<file path="src/rtl/dpram_stream_reader.sv">
// Read-side sweep engine for the dual-port RAM: walks a run of addresses,
// hides the one-cycle registered read latency and emits bytes on a valid/ready stream.
module dpram_stream_reader #(
  parameter int ADDR_W = 4,
  parameter int DATA_W = 8,
  parameter int LEN_W  = 5
) (
  input  logic              clk,
  input  logic              rst_n,
  input  logic              start,
  input  logic [ADDR_W-1:0] start_addr,
  input  logic [LEN_W-1:0]  length,
  output logic [ADDR_W-1:0] rd_addr,
  input  logic [DATA_W-1:0] ram_q,
  output logic [DATA_W-1:0] out_data,
  output logic              out_valid,
  input  logic              out_ready,
  output logic              out_last,
  output logic              busy,
  output logic              done
);

  typedef enum logic [1:0] {IDLE, ISSUE, CAPTURE, OUT} state_t;

  state_t            state;
  logic [ADDR_W-1:0] cur_addr;
  logic [LEN_W-1:0]  remaining;
  logic              last_byte;

  assign last_byte = (remaining == LEN_W'(1));

  always_ff @(posedge clk or negedge rst_n) begin
    if (!rst_n) begin
      state     <= IDLE;
      cur_addr  <= '0;
      remaining <= '0;
      rd_addr   <= '0;
      out_data  <= '0;
      out_valid <= 1'b0;
      out_last  <= 1'b0;
      busy      <= 1'b0;
      done      <= 1'b0;
    end else begin
      done <= 1'b0;
      case (state)
        IDLE: begin
          if (start) begin
            if (length != '0) begin
              cur_addr  <= start_addr;
              remaining <= length;
              // rd_addr is loaded on entry to ISSUE so the RAM samples it at the
              // end of ISSUE and ram_q is already valid during CAPTURE.
              rd_addr   <= start_addr;
              busy      <= 1'b1;
              state     <= ISSUE;
            end else begin
              done <= 1'b1;
            end
          end
        end
        ISSUE: begin
          rd_addr <= cur_addr;
          state   <= CAPTURE;
        end
        CAPTURE: begin
          out_data  <= ram_q;
          out_valid <= 1'b1;
          out_last  <= last_byte;
          state     <= OUT;
        end
        OUT: begin
          if (out_ready) begin
            out_valid <= 1'b0;
            out_last  <= 1'b0;
            remaining <= remaining - 1'b1;
            cur_addr  <= cur_addr + 1'b1;
            rd_addr   <= cur_addr + 1'b1;
            if (last_byte) begin
              busy  <= 1'b0;
              done  <= 1'b1;
              state <= IDLE;
            end else begin
              state <= ISSUE;
            end
          end
        end
        default: state <= IDLE;
      endcase
    end
  end

endmodule

</file>
<file path="config.mk">
export PLATFORM = sky130hd
export DESIGN_NAME = dpram_stream_reader
export DESIGN_NICKNAME = d
export VERILOG_FILES = /design/src/rtl/dpram_stream_reader.sv
export SDC_FILE = /design/constraint.sdc
export NUM_CORES = 1
export LEC_CHECK = 0
export CAP_MARGIN = 40
export CORE_UTILIZATION = 52
export DETAILED_ROUTE_END_ITERATION = 10
export MAX_ROUTING_LAYER = met4
export PLACE_DENSITY_LB_ADDON = 0.3
export SYNTH_ARGS = -nofsm -noshare
export SYNTH_HDL_FRONTEND = slang
export SYNTH_SLANG_ARGS = --single-unit
</file>
<file path="constraint.sdc">
create_clock -name clk -period 3.6 [get_ports clk]
set_input_delay 1.08 -clock clk [delete_from_list [all_inputs] [get_ports clk]]
set_output_delay 1.08 -clock clk [all_outputs]
set_load 0.02 [all_outputs]
</file>
==> metrics.md <==
| Metric | Value |
|---|---|
| Outcome | finished clean |
| First-pass GRT wire length | 5188 um |
| # clock sinks | 27 |
| CP Class | in -> reg |
| Die Span Y | 55.98 um |
| Final clock skew | around 0.0038 ns |
| Clock Path Buffers | 2 |
| DRC | 0 |
| Period utilisation layout | 69.80% |
| FFs w/ async S/R, synth | between 90% and 100% |
| Register area share after synthesis | between 40% and 50% |
| Root Driver | clkbuf_4 |
| Nets@finish | 209 |
| Setup Fix Bufs, Post-CTS | 0 |
| Worst VDD drop | approximately 0.00064 V |
| Via Count | 1219 |
| Total leakage power | 0.8075 nW |
| Cell variety after synth | 44 |
| Share of layout cells above drive strength 1 | 12.85% |
| Vias in the first global route | 1140 |
| Synth warnings | 0 |
| Max Slew Vio Count | 0 |
| Pre-antenna DRT Iters | 4 |
| Max layer used | met4 |
| Chip width | 55.98 um |
| Met3 wire length | 152 um |
| Max-Cap Viols | 0 |
| Synth area leader | dfrtp_1 |
| Drt total wl | 3083 um |
| Syn nets | 174 |
| Post-DR vias/cell | 5.805 |
| Layout area overhead | 26.26% |
| CP startpoint kind | input pin |
| Initial core utilization | between 50 and 60% |
| Synth Cell Area | 1515 um2 |
| DR WL met2 | between 1500 and 2000 um |
| Global-route usage over all layers | 21.40% |
| Class of the tightest hold or removal check | reg -> reg |
| Grt ovf | 0 |
| DIE AREA | 3134 um2 |
| # rows | 19 |
| Inst Count DP | roughly 210 |
| PwrDens | 915.5 nW/um2 |
| CTS tree | done |
| Cells resized by post-CTS repair | 0 |
| Total power | 1.751 mW |
| Antenna Violating Nets Remaining | 0 |
| Crit path max fanout | 15 |
| I/O Buffers | 36 |
| Seq cells post-synth | 27 |
| FMAX | 398.0 MHz |
| Core Area | 2758 um2 |
| Synth top area share | between 40 and 50% |
| Clock slew at reported path FFs | 0.16 ns |
| Fin crit period | 2.513 ns |
| I/O pins | 37 |
| Initial drt markers | 40 |
| Largest net degree at the start of global routing | 28 |
| CTS H-Tree Depth | 1 |
| Relative slew slack | 56.57% |
| RSZ-0062 raised after global routing | no |
| Hold Violations, Final | 0 |
| Crit path DAT | roughly 2.8 ns |
| Hold_buf cts | 0 |
| Cell count after synthesis | 145 |
| Avg Inst Size Synth | between 10 and 15 um2 |
| Worst Setup End Kind | register |
| Layout Cells excl Fill | 210 |
| Wl on met1 | roughly 1400 um |
| Avg WL per Cell | 14.68 um |
| Final setup TNS | 0 ns |
| Worst skew pair latency | 0.34 ns |
| Post-DP HPWL | 2250 um |
| Final Wtd Congestion | a little over 0.8 |
| Main synth FF type | dfrtp_1 |
| Final setup fails | 0 |
| ANT cells | 0 |
| CTS Buf Count | 3 |
| Final core occ | a little under 70% |
| Least-Margin Pin Slew | 0.6514 ns |
| Most area-consuming cells after synthesis | dfrtp_1, mux2_2, ha_1, nand2_1, o21ai_0 |
| Post-synth EDFFs | 0 |
| Initial antenna violation count | 0 |
| Worst EP required | 3.85 ns |
## layout make-up
cell class                      instances  area (um2)
Clock buffer                            3       22.52
Clock inverter                          1       7.507
Fill cell                             225       844.6
Inverter                                9       33.78
Multi-Input combinational cell        102       767.0
Sequential cell                        27       675.6
Tap cell                               31       38.79
Timing Repair Buffer                   37       367.9
## worst paths after layout
kind / slack (ns) / start / cells past startpoint / end
worst max-delay path: 1.09 / length[1] / 5 / remaining[4]$_DFFE_PN0P_
worst min-delay path: 0.53 / out_data[2]$_DFFE_PN0P_ / 1 / out_data[2]$_DFFE_PN0P_
worst max register to register: 1.31 / state[0]$_DFFE_PN0P_ / 5 / remaining[4]$_DFFE_PN0P_
worst min register to register: 0.53 / out_data[2]$_DFFE_PN0P_ / 1 / out_data[2]$_DFFE_PN0P_
max in group asynchronous: 2.25 / rst_n / 2 / remaining[0]$_DFFE_PN0P_
min in group asynchronous: 1.09 / rst_n / 2 / out_last$_DFFE_PN0P_
## placed cells by master, fill, tap and decap left out, types with 2 or more instances in the layout
cell type,n
clkbuf_4,3
nand2_1,14
o211ai_1,4
a41oi_1,3
mux2_2,12
o2111ai_1,2
dfrtp_1,27
o21ai_0,9
o22ai_1,2
ha_1,8
a31oi_1,2
clkdlybuf4s50_1,36
nor2b_1,2
nand3_1,3
inv_1,9
a21oi_1,4
nor3_1,4
nand4_1,2
nor2_1,9
## power by group
| part | switching [mW] | internal [mW] | total (mW) | leakage (nW) |
|---|---|---|---|---|
| logic | 0.547 | 0.499 | 1.05 | 0.473 |
| clock network | 0.101 | 0.0426 | 0.143 | 0.0139 |
| registers | 0.108 | 0.454 | 0.563 | 0.320 |
| total | 0.756 | 0.996 | 1.75 | 0.808 |
## state kept, by name (all words and copies together), names as in the netlist
name	cells
out_last	1
busy	1
out_valid	1
state	2
rd_addr	4
remaining	5
out_data	8
done	1
cur_addr	4
## cell families after synthesis
logic type               synth area share (%)
AND/OR/NAND/NOR                         15.77
flip-flops                              44.59
XOR/XNOR                               0.5781
buffers and inverters                   4.789
AO/OA/AOI/OAI                           17.09
adder cells (fa/ha/maj)                 6.606
multiplexers                            10.57
## routing by layer
metal | vias to the layer above | track usage [%]
met5 | - | -
met2 | 36 | 36.05
li1 | 594 | -
met1 | 584 | 27.95
met4 | 0 | 5.226
met3 | 5 | 2.326
## critical path, stage by stage
cell	delay (ns)
clkdlybuf4s50_1	0.53
nor4b_4	0.09
a211oi_4	0.58
nand2_1	0.16
a211o_1	0.32
## per-stage QoR
stage	hold WS (ns)	cell area [um2]	setup slack, ns
4_1_cts	0.5309	1913	1.102
2_1_floorplan	0.4962	1515	1.456
3_5_place_dp	0.4953	1883	0.7282
6_report	0.5263	1913	1.087
5_1_grt	0.5389	1913	1.001
3_3_place_gp	0.4876	1883	0.8035
## synth_stat cells (2+ instances only)
cell type and n:
o2111ai_1 2, o211ai_1 4, dfrtp_1 27, inv_1 9, o21ai_0 9, nor3_1 4
o22ai_1 2, nor2b_1 2, nand3_1 3, nor2_1 9, clkbuf_1 3, a31oi_1 2
a41oi_1 3, mux2_2 12, ha_1 8, nand2_1 14, a21oi_1 4, nand4_1 2
No activity file was read; power rests on OpenSTA's default activity.
